`src/rtl/onehot_seq_decoder.sv`:
```
// onehot_seq_decoder: registered SEL_W-to-2^SEL_W one-hot select with a
// command handshake. A command either holds one index (direct) or walks a
// wrapping index range, dwelling dwell+1 cycles on each position (scan).
module onehot_seq_decoder #(
   parameter int SEL_W   = 3,
   parameter int DWELL_W = 4
) (
   input  logic                    clk,
   input  logic                    rst,
   input  logic                    clr,
   input  logic                    in_valid,
   output logic                    in_ready,
   input  logic                    in_mode,
   input  logic [SEL_W-1:0]        in_sel,
   input  logic [SEL_W-1:0]        in_last,
   input  logic [DWELL_W-1:0]      in_dwell,
   input  logic                    en,
   output logic [(1<<SEL_W)-1:0]   dout,
   output logic                    busy,
   output logic                    done
);

   localparam int N = 1 << SEL_W;

   typedef enum logic [1:0] {
      IDLE = 2'd0,
      HOLD = 2'd1,
      SCAN = 2'd2
   } state_t;

   state_t               state;
   state_t               state_next;
   logic [SEL_W-1:0]     idx;
   logic [SEL_W-1:0]     idx_next;
   logic [SEL_W-1:0]     last;
   logic [SEL_W-1:0]     last_next;
   logic [DWELL_W-1:0]   dwell;
   logic [DWELL_W-1:0]   dwell_next;
   logic [DWELL_W-1:0]   cnt;
   logic [DWELL_W-1:0]   cnt_next;
   logic                 done_next;
   logic [N-1:0]         dout_next;

   function automatic logic [N-1:0] onehot(input logic [SEL_W-1:0] i);
      logic [N-1:0] v;
      v    = '0;
      v[i] = 1'b1;
      return v;
   endfunction

   // A command can be taken whenever no scan is running and no reset/clear is pending
   assign in_ready = ~rst & ~clr & (state != SCAN);

   // Next-state decision: clear beats command accept, which beats scan progress
   always_comb begin
      state_next = state;
      idx_next   = idx;
      last_next  = last;
      dwell_next = dwell;
      cnt_next   = cnt;
      done_next  = 1'b0;
      if (clr) begin
         state_next = IDLE;
         cnt_next   = '0;
      end else if (in_valid && (state != SCAN)) begin
         idx_next = in_sel;
         if (in_mode) begin
            state_next = SCAN;
            last_next  = in_last;
            dwell_next = in_dwell;
            cnt_next   = '0;
         end else begin
            state_next = HOLD;
         end
      end else if (state == SCAN) begin
         if (cnt != dwell) begin
            cnt_next = cnt + DWELL_W'(1);
         end else if (idx == last) begin
            state_next = IDLE;
            done_next  = 1'b1;
         end else begin
            idx_next = idx + SEL_W'(1);
            cnt_next = '0;
         end
      end
      dout_next = (en && (state_next != IDLE)) ? onehot(idx_next) : '0;
   end

   // State, scan bookkeeping and all outputs are registered together so dout never glitches
   always_ff @(posedge clk) begin
      if (rst) begin
         state <= IDLE;
         idx   <= '0;
         last  <= '0;
         dwell <= '0;
         cnt   <= '0;
         dout  <= '0;
         busy  <= 1'b0;
         done  <= 1'b0;
      end else begin
         state <= state_next;
         idx   <= idx_next;
         last  <= last_next;
         dwell <= dwell_next;
         cnt   <= cnt_next;
         dout  <= dout_next;
         busy  <= (state_next == SCAN);
         done  <= done_next;
      end
   end

endmodule

```
`config.mk`:
```
export PLATFORM = sky130hd
export DESIGN_NAME = onehot_seq_decoder
export DESIGN_NICKNAME = d
export VERILOG_FILES = /design/src/rtl/onehot_seq_decoder.sv
export SDC_FILE = /design/constraint.sdc
export NUM_CORES = 1
export LEC_CHECK = 0
export CAP_MARGIN = 30
export CORE_MARGIN = 2
export CORE_UTILIZATION = 48
export DETAILED_ROUTE_END_ITERATION = 8
export GPL_TIMING_DRIVEN = 0
export PLACE_DENSITY = 0.77
export SYNTH_ARGS = -nofsm -noshare
export SYNTH_HDL_FRONTEND = slang
export SYNTH_SLANG_ARGS = --single-unit
```
`constraint.sdc`:
```
create_clock -name clk -period 2.49 [get_ports clk]
set_clock_uncertainty 0.2 [all_clocks]
set_input_delay 0.498 -clock clk [delete_from_list [all_inputs] [get_ports clk]]
set_output_delay 0.498 -clock clk [all_outputs]
set_load 0.01 [all_outputs]
```
==> impl_metrics.yaml, run 1 <==
timing:
  grt_setup_unrepaired: "no"
  whs_ns: 0.3062
  fmax_mhz: 423.8
  finalMaxSlewViolations: 0
  tightest_slew_ns: 0.9234
  max-slew-margin-rel_pct: 37.47
  setup_viol: 0
  postLayoutSetupSlackWorst_ns: 0.1304
  period_share_pct: 94.76
  fin_crit_ns: 2.360
  hold_viol: 0
synth:
  ys_warn_count: 0
  post_synth_num_cell_types: 36
  synth-seq-area-share_pct: 43.84
  postSynth.asyncResetShare_pct: 0
  avgSynthCellArea_um2: 8.995
  netlist_instances: 132
  synth_area_leaders: "dfxtp_1 44%, mux2i_1 5.9%, nor2_1 5.7%"
  synth_top_flop_cell: "dfxtp_1"
  syn-cell-area_um2: 1187
  synth_edf_count: 0
  ys_ff_latch: 26
  yosys.area.top_type_share_pct: 43.84
  synth_nets: 150
  synth.largest_area_cell: "dfxtp_1"
placed_design:
  place_inst: 187
  placed_area_um2: 1475
  numPortBuffers: 25
  pre_cts_slack_ns: -0.2814
  gp_congestion: 0.8304
  dp_hpwl_um: 1923
floorplanning:
  core_um2: 2410
  die_y_um: 53.74
  fp.dieW_um: 53.74
  core.rowCount: 18
  die_area_um2: 2887
  ios: 27
  initial_core_util_pct: 49.27
critical_path:
  crit_type: "primary input to output pin"
  rr_endpoint: "dout[4]$_SDFF_PP0_"
  startpoint_type: "primary input"
  cp.required_ns: 1.79
  worstSetupEndpointType: "output pin"
  rr_worst_depth: 6
  crit_fanout: 6
  arrival_ns: 1.66
  r2r-start: "cnt[1]$_SDFFE_PP0P_"
  reg2reg_slack_ns: 0.34
power:
  irDropWorstVdd_mv: 0.3474
  total_power_uw: 853.0
  p_sw_share_pct: 24.06
  p_switching_uw: 205.2
  p_int_uw: 647.8
  powerDensity_nw_per_um2: 559.3
  p_clk_share_pct: 33.7
  power_frac_comb_pct: 15.2
  leakagePower_uw: 0.0006134
  seq_power_share_pct: 51.1
grt:
  track_usage_pct: 19.16
  grt.overflow.total: 0
  grt_max_degree: 16
  antenna_found_initial: 0
  first_global_vias: 994
  grt_pass1_wl_um: 4105
layout:
  final_common_cell: "dfxtp_1"
  syn_to_final_growth_pct: 28.45
  drive_gt1_share_pct: 6.832
  stdcell_area_um2: 1525
  layout_common_cells: "26 x dfxtp_1, 24 x clkdlybuf4s50_1, 17 x nor2_1"
  fillers: 202
  fin_cells: 191
  fin_nets: 180
  n_antenna_cell: 0
routing:
  routed_wl_um: 2527
  wl_per_cell_um: 13.23
  drc: 0
  drtIter0Drc: 48
  via_per_inst: 5.780
  firstDrtPassIters: 4
  postRouteAntennaNets: 0
  num_vias: 1104
cts:
  cts_tree: "built"
  numClockSinks: 26
  cts-root-buf: "clkbuf_4"
  cts.clk_slew.worst_paths_ns: 0.14
  cts_setup_buffers: 0
  cts_buffers: 3
  holdBufCountCts: 0
  clk_latency_ns: 0.32
  htree_levels: 1
  clockBufferDepth: 2
worst_hold_path:
  hold-path-endpoint: "cnt[3]$_SDFFE_PP0P_"
  min-delay-start: "cnt[3]$_SDFFE_PP0P_"
  hold_class: "register to register"
  whs_path_depth: 1
outcome:
  outcome: "finished, final reports clean"
flow_run:
  maxCapViolCount: 0
[cells in the mapped netlist (2+ instances only)]
library cell / instances
mux2i_1: 7
nand2_1: 6
nor2_1: 18
nand4_1: 3
clkbuf_1: 4
nor3_1: 3
nor4_1: 8
inv_1: 3
o21ai_0: 4
nand2b_1: 3
a31oi_1: 5
xor2_1: 4
a21oi_1: 5
and3_1: 4
nand3_1: 6
xnor2_1: 3
ha_1: 2
dfxtp_1: 26
[stage by stage]
stage / setup TNS [ns] / utilization, %
after floorplan: 0 / -
after global placement: -2.818 / 61.21
after detailed placement: -2.934 / 61.21
after CTS: 0 / 63.40
after global routing: 0 / 63.29
final: 0 / 63.29
[power by group through the flow]
stage	clock network, uW	logic [uW]	registers [uW]
floorplan	0	80.7	443
global placement	0	126	444
detailed placement	0	128	445
CTS	295	128	436
global route	306	143	437
finish	288	130	436
[logic make-up after synthesis]
| group | count (synthesis) | share of synthesized area, % |
|---|---|---|
| simple gates | 58 | 26.55 |
| flops | 26 | 43.84 |
| compound gates | 24 | 13.81 |
| buf+inv | 8 | 2.634 |
| xor+xnor | 7 | 5.163 |
| mux | 7 | 5.901 |
| fa+ha+maj | 2 | 2.107 |
[layout make-up]
class,count,area [um2],area share (%)
flip-flops and latches,26,520.5,34.13
multi-input cells,98,638.1,41.84
inverters,3,11.26,0.7383
repair buffers,25,245.2,16.08
clock inverters,1,30.03,1.969
well taps,30,37.54,2.461
clock buffers,3,22.52,1.477
plain buffers,5,20.02,1.313
[timing repair]
| item | CTS | global route |
|---|---|---|
| pin swaps | 0 | 0 |
| gates cloned | 0 | 0 |
| endpoints found under the setup margin | 1 | 9 |
| resized for setup | 2 | 2 |
[registers in the layout, summed over array words and instances (netlist names)]
name / flops
dout: 8
cnt: 4
dwell: 4
idx: 3
last: 3
state: 2
busy: 1
done: 1
[how the worst max path moves through the flow]
stage	startpoint	end	slack (ns)	cells after the start
4_1_cts	rst	in_ready	0.01	5
5_1_grt	in_valid	dout[7]$_SDFF_PP0_	0.06	6
3_3_place_gp	rst	in_ready	-0.24	5
2_1_floorplan	clr	dout[0]$_SDFF_PP0_	0.46	6
3_5_place_dp	rst	in_ready	-0.28	5
6_report	rst	in_ready	0.13	5
[metal layers]
layer / routed length [um] / vias to the layer above / global-route usage (%)
met2: 1237 / 45 / 32.93
met5: 0 / - / 0
met4: 23 / 0 / 6.410
met1: 1092 / 511 / 24.53
li1: - / 544 / -
met3: 173 / 4 / 2.500
[critical path: stages]
cell             delay (ns)
clkdlybuf4s50_1        0.43
or2_2                  0.28
clkbuf_1               0.16
nor2_1                 0.14
clkbuf_2               0.15
(Power assumes the default switching activity.)
==> run 2, diff against run 1 <==
- ABC_AREA: unset -> 0
- CAP_MARGIN: 30 -> 5
==> results of run 2 <==
No change in the layout: final DEF, timing and power equal those of run 1.
==> run 3, diff against run 2 <==
- CTS_BUF_LIST: unset -> sky130_fd_sc_hd__clkbuf_4 sky130_fd_sc_hd__clkbuf_8 sky130_fd_sc_hd__clkbuf_16
- GPL_ROUTABILITY_DRIVEN: unset -> 0
==> results of run 3 <==
No change in the layout: final DEF, timing and power equal those of run 1.
